`src/rtl/regfile_pkg.sv`:
```
// regfile_pkg: shared address-width helper, zero-register index and write-request type.
package regfile_pkg;
  localparam int width_def_c = 32;
  localparam int depth_def_c = 32;
  localparam int zero_reg_c = 0;
  function automatic int addr_w_f(input int depth);
    return (depth > 1) ? $clog2(depth) : 1;
  endfunction
  localparam int addr_w_def_c = addr_w_f(depth_def_c);
  typedef struct packed {
    logic                    en;
    logic [addr_w_def_c-1:0] addr;
    logic [width_def_c-1:0]  data;
  } wr_req_t;
endpackage

```
`src/rtl/regfile_scoreboard.sv`:
```
// regfile_scoreboard: per-register busy bits with flush > issue > write-clear priority.
module regfile_scoreboard import regfile_pkg::*; #(
  parameter int depth_p = 32,
  parameter int write_ports_p = 2,
  localparam int addr_w = addr_w_f(depth_p)
) (
  input  logic                            clk_i,
  input  logic                            rst_i,
  input  logic [write_ports_p-1:0]        wr_en_i,
  input  logic [write_ports_p*addr_w-1:0] wr_addr_i,
  input  logic                            issue_en_i,
  input  logic [addr_w-1:0]               issue_addr_i,
  input  logic                            flush_i,
  output logic [depth_p-1:0]              busy_vec_o
);
  logic [depth_p-1:0] busy_q, busy_d;
  function automatic logic valid_f(input logic [addr_w-1:0] a);
    return a != addr_w'(zero_reg_c) && {1'b0, a} < (addr_w+1)'(depth_p);
  endfunction
  // later assignments override earlier ones, giving the priority order
  always_comb begin
    busy_d = busy_q;
    for (int w = 0; w < write_ports_p; w++)
      if (wr_en_i[w] && valid_f(wr_addr_i[w*addr_w +: addr_w])) busy_d[wr_addr_i[w*addr_w +: addr_w]] = 1'b0;
    if (issue_en_i && valid_f(issue_addr_i)) busy_d[issue_addr_i] = 1'b1;
    if (flush_i) busy_d = '0;
    busy_d[zero_reg_c] = 1'b0;
  end
  always_ff @(posedge clk_i or posedge rst_i)
    if (rst_i) busy_q <= '0;
    else busy_q <= busy_d;
  assign busy_vec_o = busy_q;
endmodule

```
`src/rtl/regfile_mp_sb.sv`:
```
// regfile_mp_sb: multi-port register file with scoreboard and optional write-to-read bypass.
module regfile_mp_sb import regfile_pkg::*; #(
  parameter int width_p = 32,
  parameter int depth_p = 32,
  parameter int read_ports_p = 2,
  parameter int write_ports_p = 2,
  parameter int bypass_p = 1,
  localparam int addr_w = addr_w_f(depth_p)
) (
  input  logic                             clk_i,
  input  logic                             rst_i,
  input  logic [read_ports_p*addr_w-1:0]   rd_addr_i,
  output logic [read_ports_p*width_p-1:0]  rd_data_o,
  output logic [read_ports_p-1:0]          rd_busy_o,
  input  logic [write_ports_p-1:0]         wr_en_i,
  input  logic [write_ports_p*addr_w-1:0]  wr_addr_i,
  input  logic [write_ports_p*width_p-1:0] wr_data_i,
  input  logic                             issue_en_i,
  input  logic [addr_w-1:0]                issue_addr_i,
  input  logic                             flush_i,
  output logic [depth_p-1:0]               busy_vec_o
);
  logic [width_p-1:0] mem_q [depth_p];
  logic [width_p-1:0] mem_d [depth_p];
  function automatic logic valid_f(input logic [addr_w-1:0] a);
    return a != addr_w'(zero_reg_c) && {1'b0, a} < (addr_w+1)'(depth_p);
  endfunction
  regfile_scoreboard #(.depth_p(depth_p), .write_ports_p(write_ports_p)) u_sb (
    .clk_i(clk_i), .rst_i(rst_i), .wr_en_i(wr_en_i), .wr_addr_i(wr_addr_i),
    .issue_en_i(issue_en_i), .issue_addr_i(issue_addr_i), .flush_i(flush_i),
    .busy_vec_o(busy_vec_o)
  );
  // ascending port order lets the highest-index port win a collision
  always_comb begin
    mem_d = mem_q;
    for (int w = 0; w < write_ports_p; w++)
      if (wr_en_i[w] && valid_f(wr_addr_i[w*addr_w +: addr_w]))
        mem_d[wr_addr_i[w*addr_w +: addr_w]] = wr_data_i[w*width_p +: width_p];
  end
  always_ff @(posedge clk_i or posedge rst_i)
    if (rst_i) mem_q <= '{default: '0};
    else mem_q <= mem_d;
  for (genvar p = 0; p < read_ports_p; p++) begin : g_rd
    logic [addr_w-1:0]  a;
    logic [width_p-1:0] d;
    logic               b;
    assign a = rd_addr_i[p*addr_w +: addr_w];
    // bypass is gated by reset so outputs read zero while rst_i is high
    always_comb begin
      d = valid_f(a) ? mem_q[a] : '0;
      b = valid_f(a) && busy_vec_o[a];
      for (int w = 0; w < write_ports_p; w++)
        if (bypass_p != 0 && !rst_i && valid_f(a) && wr_en_i[w] && wr_addr_i[w*addr_w +: addr_w] == a) begin
          d = wr_data_i[w*width_p +: width_p];
          b = 1'b0;
        end
    end
    assign rd_data_o[p*width_p +: width_p] = d;
    assign rd_busy_o[p] = b;
  end
endmodule
```
`config.mk`:
```
export PLATFORM = sky130hd
export DESIGN_NAME = regfile_mp_sb
export DESIGN_NICKNAME = d
export VERILOG_FILES = /design/src/rtl/regfile_pkg.sv /design/src/rtl/regfile_scoreboard.sv /design/src/rtl/regfile_mp_sb.sv
export SDC_FILE = /design/constraint.sdc
export NUM_CORES = 2
export LEC_CHECK = 0
export BUFFER_PORTS_ARGS = -buffer_cell sky130_fd_sc_hd__buf_4
export CORE_MARGIN = 2
export CORE_UTILIZATION = 64
export DETAILED_ROUTE_END_ITERATION = 16
export PLACE_DENSITY_LB_ADDON = 0.05
export SYNTH_ARGS = -nofsm -noshare
export SYNTH_HDL_FRONTEND = slang
export SYNTH_SLANG_ARGS = --single-unit
```
`constraint.sdc`:
```
create_clock -name clk_i -period 37.8 [get_ports clk_i]
set_clock_uncertainty 0.15 [all_clocks]
set_input_delay 1.89 -clock clk_i [delete_from_list [all_inputs] [get_ports clk_i]]
set_output_delay 1.89 -clock clk_i [all_outputs]
set_load 0.005 [all_outputs]
```
* After elaboration in Yosys (flattened, before gate mapping) *
Index checks and enable logic that the tools add are counted.

storage, ports and cells
  bits in registers = 1,055
  bits in latches = 0
  memory bits (writable) = 0
  memory bits (read-only) = 0
  input port bits = 95
  output and inout port bits = 98
  logic and storage cells = 124
  memories kept = 0

operators by class
  add/subtract/negate cells = 0
  multipliers = 0
  div/mod/pow operators = 0
  magnitude comparators = 14
  equal/unequal tests = 4
  shifts and indexed selects = 0
  muxes and demuxes = 38
  bitwise operators = 9
  reduce and logical (&&, ||, !) cells = 26

operators with widths
  cell                count
  $bwmux 1024         2
  $mux 1024           2
  $mux 32             16
  $bmux 32 s5         2
  $demux 32 s5        2
  $and 32x32->32      2
  $not 32->32         2
  $or 32x32->32       1
  $lt 5x6->1 const B  5
  $reduce_bool 5->1   5
  $ge 6x6->1 const B  4
  $not 5->6           4
  $eq 5x5->1          4
  $logic_and 1x1->1   20
  $demux 1 s5         3
  $ge 5x1->1 const B  3
  $lt 6x1->1 const B  2
  $bmux 1 s5          2
  $mux 1              9
  $logic_not 1->1     1

* Depth between registers and ports, before layout *
  depth after elaboration = 12
  gate-level depth with buffers = 9

* By module *
Synthesis repeated with hierarchy kept, for this count alone.

unflattened totals
  cells, all modules = 6,350
  area total of the unflattened synthesis = 66,846.6 sq um

modules (own cells, without submodules)
  module              times used  cells an instance  area an instance (sq um)
  regfile_mp_sb       1           6,170              65,113.7
  regfile_scoreboard  1           180                1,732.9

* Least setup slack after synthesis *
OpenSTA, ideal clock, no wires.

  path type = input to output
  from = in rd_addr_i[6]
  to = out rd_busy_o[1]
  data arrival time = 3,527 ps
  data required time = 35,760 ps
  setup slack = 32,233 ps
  cell stages on the path = 8
  cells stage by stage = buf_2 -> buf_4 -> buf_2 -> mux4_2 -> mux4_2 -> mux2i_1 -> nor3_1 -> buf_4

between the ends
  cells in the longest elaborated chain, start to end = 6
  elaborated cells between the ends (all ways) = 13
  classes of those cells = eq/ne (2); mux (4); reduce/logical (7)

RTL lines
  what                                                RTL line             text
  start, declared                                     regfile_mp_sb.sv:12  input logic [read_ports_p*addr_w-1:0] rd_addr_i,
  branches (longest 5 deep; another with $bmux 1 s5)  n/a
  $mux 1 *                                            regfile_mp_sb.sv:53  if (bypass_p != 0 && !rst_i && valid_f(a) && wr_en_i[w] && wr_addr_i[w*addr_w +: addr_w] == a) begin
  end, declared                                       regfile_mp_sb.sv:14  output logic [read_ports_p-1:0] rd_busy_o,

Mark *: on every way between the ends. The select of a mux whose other input is x is not followed.

* Final worst setup path *
  from = in rd_addr_i[0]
  to = out rd_data_o[13]

between the ends
  cells in the longest elaborated chain, start to end = 7
  elaborated cells between the ends (all ways) = 15
  classes of those cells = eq/ne (2); mux (6); bitwise (1); reduce/logical (6)

RTL lines
  what                                        RTL line             text
  $not 5->6 (implied by the code)             regfile_mp_sb.sv:50  d = valid_f(a) ? mem_q[a] : '0;
  $bmux 32 s5                                 regfile_mp_sb.sv:50
  $mux 32 (implied by the code) (2 in a row)  regfile_mp_sb.sv:50
  $mux 32                                     regfile_mp_sb.sv:50
  $mux 32                                     regfile_mp_sb.sv:53
  $mux 32 *                                   regfile_mp_sb.sv:53
  end, declared                               regfile_mp_sb.sv:13  output logic [read_ports_p*width_p-1:0] rd_data_o,

Mark *: on every way between the ends. The rest lies on a longest branch, timed or not. The select of a mux whose other input is x is not followed.

==> report_table.html <==
<table>
<tr><th>Metric</th><th>Value</th></tr>
<tr><th colspan="2">Status</th></tr>
<tr><td>Run status</td><td>finished, final reports clean</td></tr>
<tr><th colspan="2">Power</th></tr>
<tr><td>P_leak</td><td>29.70 nW</td></tr>
<tr><td>Power density normalized to cell area</td><td>52.73 nW/um^2</td></tr>
<tr><td>IR drop worst, VDD</td><td>0.04008 mV</td></tr>
<tr><td>Total Power Consumption</td><td>roughly 0.0038 W</td></tr>
<tr><th colspan="2">Logic synthesis</th></tr>
<tr><td>Number of unique standard cell types used by synthesis</td><td>59</td></tr>
<tr><td>Combined area of all synthesized cells</td><td>~67000 um^2</td></tr>
<tr><td>Post-Synthesis Mean Instance Area</td><td>about 11 um^2</td></tr>
<tr><td>FF+latch count, synth</td><td>1055</td></tr>
<tr><td>Net count after synthesis</td><td>~6400</td></tr>
<tr><td>Number of warnings reported in the yosys synthesis log</td><td>0</td></tr>
<tr><td>Post-synth top area cell</td><td>sky130_fd_sc_hd__dfrtp_1</td></tr>
<tr><td>Share of flip-flops with an asynchronous set or reset after synthesis</td><td>1.000</td></tr>
<tr><td>Post-synthesis instance total</td><td>between 6000 and 7000</td></tr>
<tr><td>Share of the synthesized area in the top cell type</td><td>0.3952</td></tr>
<tr><td>Sequential fraction of the synthesis area</td><td>0.3952</td></tr>
<tr><td>Number of enable-type register cells in the synthesized netlist</td><td>0</td></tr>
<tr><td>Main synth FF type</td><td>sky130_fd_sc_hd__dfrtp_1</td></tr>
<tr><td>Synth top area cells</td><td>sky130_fd_sc_hd__dfrtp_1 (40%), sky130_fd_sc_hd__mux4_2 (18%), sky130_fd_sc_hd__mux2i_1 (15%), sky130_fd_sc_hd__nand2_1 (3.9%), sky130_fd_sc_hd__a21oi_1 (3.7%)</td></tr>
<tr><th colspan="2">Finish</th></tr>
<tr><td>Final core occ</td><td>0.6916</td></tr>
<tr><td>Most common library cell in the layout ignoring fill and taps</td><td>sky130_fd_sc_hd__dfrtp_1</td></tr>
<tr><td>Layout overhead on the synthesized area</td><td>7.165%</td></tr>
<tr><td>Number of nets in the layout</td><td>6007</td></tr>
<tr><td>Leading cell types in the layout, fill and taps excluded</td><td>sky130_fd_sc_hd__dfrtp_1 (1055), sky130_fd_sc_hd__mux2i_1 (1024), sky130_fd_sc_hd__nand2_1 (676)</td></tr>
<tr><td>Fraction of final layout cells with drive strength greater than 1</td><td>0.1947</td></tr>
<tr><th colspan="2">Timing</th></tr>
<tr><td>Fin crit share</td><td>0.2174</td></tr>
<tr><td>RSZ-0062 raised after global routing</td><td>false</td></tr>
<tr><td>Hold Slack</td><td>0.2440 ns</td></tr>
<tr><td>Slew at the pin closest to its max-slew limit</td><td>1.382 ns</td></tr>
<tr><td>Max Freq</td><td>roughly 120 MHz</td></tr>
<tr><td>Hold violation count in the final report</td><td>0</td></tr>
<tr><td>Number of max-slew violations in the final report</td><td>0</td></tr>
<tr><td>Final min period</td><td>around 8 ns</td></tr>
<tr><td>Setup Viol. Count Final</td><td>0</td></tr>
<tr><td>Sum of negative setup slack</td><td>0 ns</td></tr>
<tr><td>Remaining max-slew budget at the tightest pin</td><td>0.07647</td></tr>
<tr><th colspan="2">Drt</th></tr>
<tr><td>Detailed-route vias per instance</td><td>7.330</td></tr>
<tr><td>Antenna-violating nets left</td><td>0</td></tr>
<tr><td>Final wirelength</td><td>247.1 mm</td></tr>
<tr><td>Detailed Routing Iterations Pass 1</td><td>8</td></tr>
<tr><td>Average wire per standard cell</td><td>~33 um</td></tr>
<tr><td>Post-route DRC violation count</td><td>0</td></tr>
<tr><td>Initial DRC Count</td><td>roughly 7900</td></tr>
<tr><td>Routed vias</td><td>about 54000</td></tr>
<tr><th colspan="2">Hold path</th></tr>
<tr><td>Classification of the worst-slack hold path</td><td>reg2reg</td></tr>
<tr><th colspan="2">Run</th></tr>
<tr><td>Max-capacitance violation count</td><td>0</td></tr>
<tr><th colspan="2">Global route</th></tr>
<tr><td>Largest net degree at the start of global routing</td><td>between 150 and 200</td></tr>
<tr><td>Number of global-route vias before repair</td><td>~53000</td></tr>
<tr><td>Global-route wire length before repair</td><td>361.1 mm</td></tr>
<tr><td>Antenna violations before repair</td><td>13</td></tr>
<tr><td>Total routing resource utilization after global routing</td><td>0.4624</td></tr>
<tr><td>Overflow left after global routing</td><td>0</td></tr>
<tr><th colspan="2">Clocking</th></tr>
<tr><td>Worst-case clock buffer depth</td><td>3</td></tr>
<tr><td>CTS Root Cell</td><td>sky130_fd_sc_hd__clkbuf_16</td></tr>
<tr><td>Latest clock arrival within the worst-skew pair</td><td>0.74 ns</td></tr>
<tr><td>CTS tree</td><td>yes</td></tr>
<tr><td>H-tree levels</td><td>3</td></tr>
<tr><td>Sinks on Clock Net</td><td>1055</td></tr>
<tr><td>Number of buffers created by CTS</td><td>115</td></tr>
<tr><td>Clock transition at the registers of the reported paths</td><td>0.06 ns</td></tr>
<tr><td>CTS Hold Bufs</td><td>0</td></tr>
<tr><td>Number of instances resized during post-cts repair</td><td>0</td></tr>
<tr><td>Number of setup buffers added after CTS</td><td>0</td></tr>
<tr><th colspan="2">Die</th></tr>
<tr><td>Vert. Die Dim</td><td>between 300 and 400 um</td></tr>
<tr><td>Number of rows created at floorplan</td><td>118</td></tr>
<tr><td>Die footprint</td><td>107000 um^2</td></tr>
<tr><td>I/O pin cnt</td><td>193</td></tr>
<tr><td>Area of the core</td><td>103500 um^2</td></tr>
<tr><td>Initial cell density of the core</td><td>0.6454</td></tr>
<tr><td>Die Span X</td><td>327.1 um</td></tr>
<tr><th colspan="2">Place</th></tr>
<tr><td>Routability Congestion</td><td>about 0.89</td></tr>
<tr><td>Number of port buffers</td><td>191</td></tr>
<tr><td>Post-DP HPWL</td><td>~140 mm</td></tr>
<tr><th colspan="2">Critical path</th></tr>
<tr><td>CP Class</td><td>in2out</td></tr>
<tr><td>Data required time at the worst endpoint</td><td>35.76 ns</td></tr>
<tr><td>Critical Path Fanout Max</td><td>50</td></tr>
<tr><td>Critical path capture point type</td><td>output port</td></tr>
<tr><td>Startpoint Class</td><td>input port</td></tr>
<tr><td>Arr. time, crit path</td><td>6.18 ns</td></tr>
</table>
==> per-layer routing <==
metal	routed length [um]	global-route usage
met5	35	0
met4	19450	0.2914
met3	33170	0.1410
met2	107900	0.6787
met1	86530	0.6044
==> worst paths after layout <==
| path | startpoint | end | cells after the start | slack (ns) |
|---|---|---|---|---|
| min | mem_q[1020] | mem_q[1020] | 0 | 0.24 |
| min reg2reg | mem_q[1020] | mem_q[1020] | 0 | 0.24 |
| max in group asynchronous | rst_i | mem_q[303] | 5 | 33.14 |
| max reg2reg | u_sb.busy_vec_o[11] | u_sb.busy_vec_o[11] | 2 | 36.65 |
| max | rd_addr_i[0] | rd_data_o[13] | 9 | 29.58 |
| min in group asynchronous | rst_i | u_sb.busy_vec_o[17] | 2 | 1.20 |
==> critical path, stage by stage <==
cell                       delay, ns
sky130_fd_sc_hd__buf_8          0.43
sky130_fd_sc_hd__buf_4          0.82
sky130_fd_sc_hd__buf_4          0.63
sky130_fd_sc_hd__buf_4          0.82
sky130_fd_sc_hd__mux4_2         0.60
sky130_fd_sc_hd__mux2_2         0.27
sky130_fd_sc_hd__o211ai_1       0.18
sky130_fd_sc_hd__a31oi_1        0.14
sky130_fd_sc_hd__buf_4          0.16
==> synth_stat cells (all sizes together), types with 5 or more instances <==
| master | instances |
|---|---|
| a21boi | 6 |
| a21oi | 496 |
| a22oi | 6 |
| a31oi | 64 |
| a32oi | 46 |
| and2 | 5 |
| and3 | 12 |
| and3b | 5 |
| buf | 330 |
| clkbuf | 508 |
| dfrtp | 1055 |
| inv | 5 |
| mux2 | 64 |
| mux2i | 1024 |
| mux4 | 530 |
| nand2 | 697 |
| nand2b | 12 |
| nand3 | 11 |
| nand3b | 10 |
| nand4 | 5 |
| nor2 | 537 |
| nor2b | 8 |
| nor3 | 15 |
| nor3b | 7 |
| o211ai | 68 |
| o21ai | 577 |
| o22ai | 128 |
| or2 | 6 |
| or3 | 67 |
| xnor2 | 20 |
==> registers in the layout, indices dropped and copies added, names as in the netlist <==
signal           count
mem_q             1024
u_sb.busy_vec_o     31
==> final cells by class <==
cell class                 instances  area (um^2)
antenna                            9        22.52
clock buffer                     175         3526
clock inverter                    40        539.3
fill                            7760        31920
inverter                           5        26.28
multi-input combinational       4445        37060
sequential                      1055        26400
tap                             1380         1727
timing repair buffer             290         2285
==> through the flow <==
stage | std cells | setup WS (ns) | instance area [um^2]
6_report | 7399 | 29.58 | 71580
5_1_grt | 7397 | 29.23 | 71580
4_1_cts | 7390 | 29.52 | 71560
3_5_place_dp | 7175 | 29.53 | 67490
3_3_place_gp | 7175 | 29.59 | 67490
2_1_floorplan | 6343 | 6.065 | 66800
==> cells by family after synthesis <==
kind of cell    synth area share
xor+xnor                0.002622
simple gates             0.08783
buf+inv                  0.05679
flops                     0.3952
compound gates            0.1145
other cells           0.00005614
mux                       0.3429
==> report_power, final <==
part / switching [W] / internal [W]
combinational: 0.000416 / 0.000503
clock: 0.000500 / 0.000721
sequential: 0.000222 / 0.00141
Note: power is estimated with default switching activity, not from simulation.
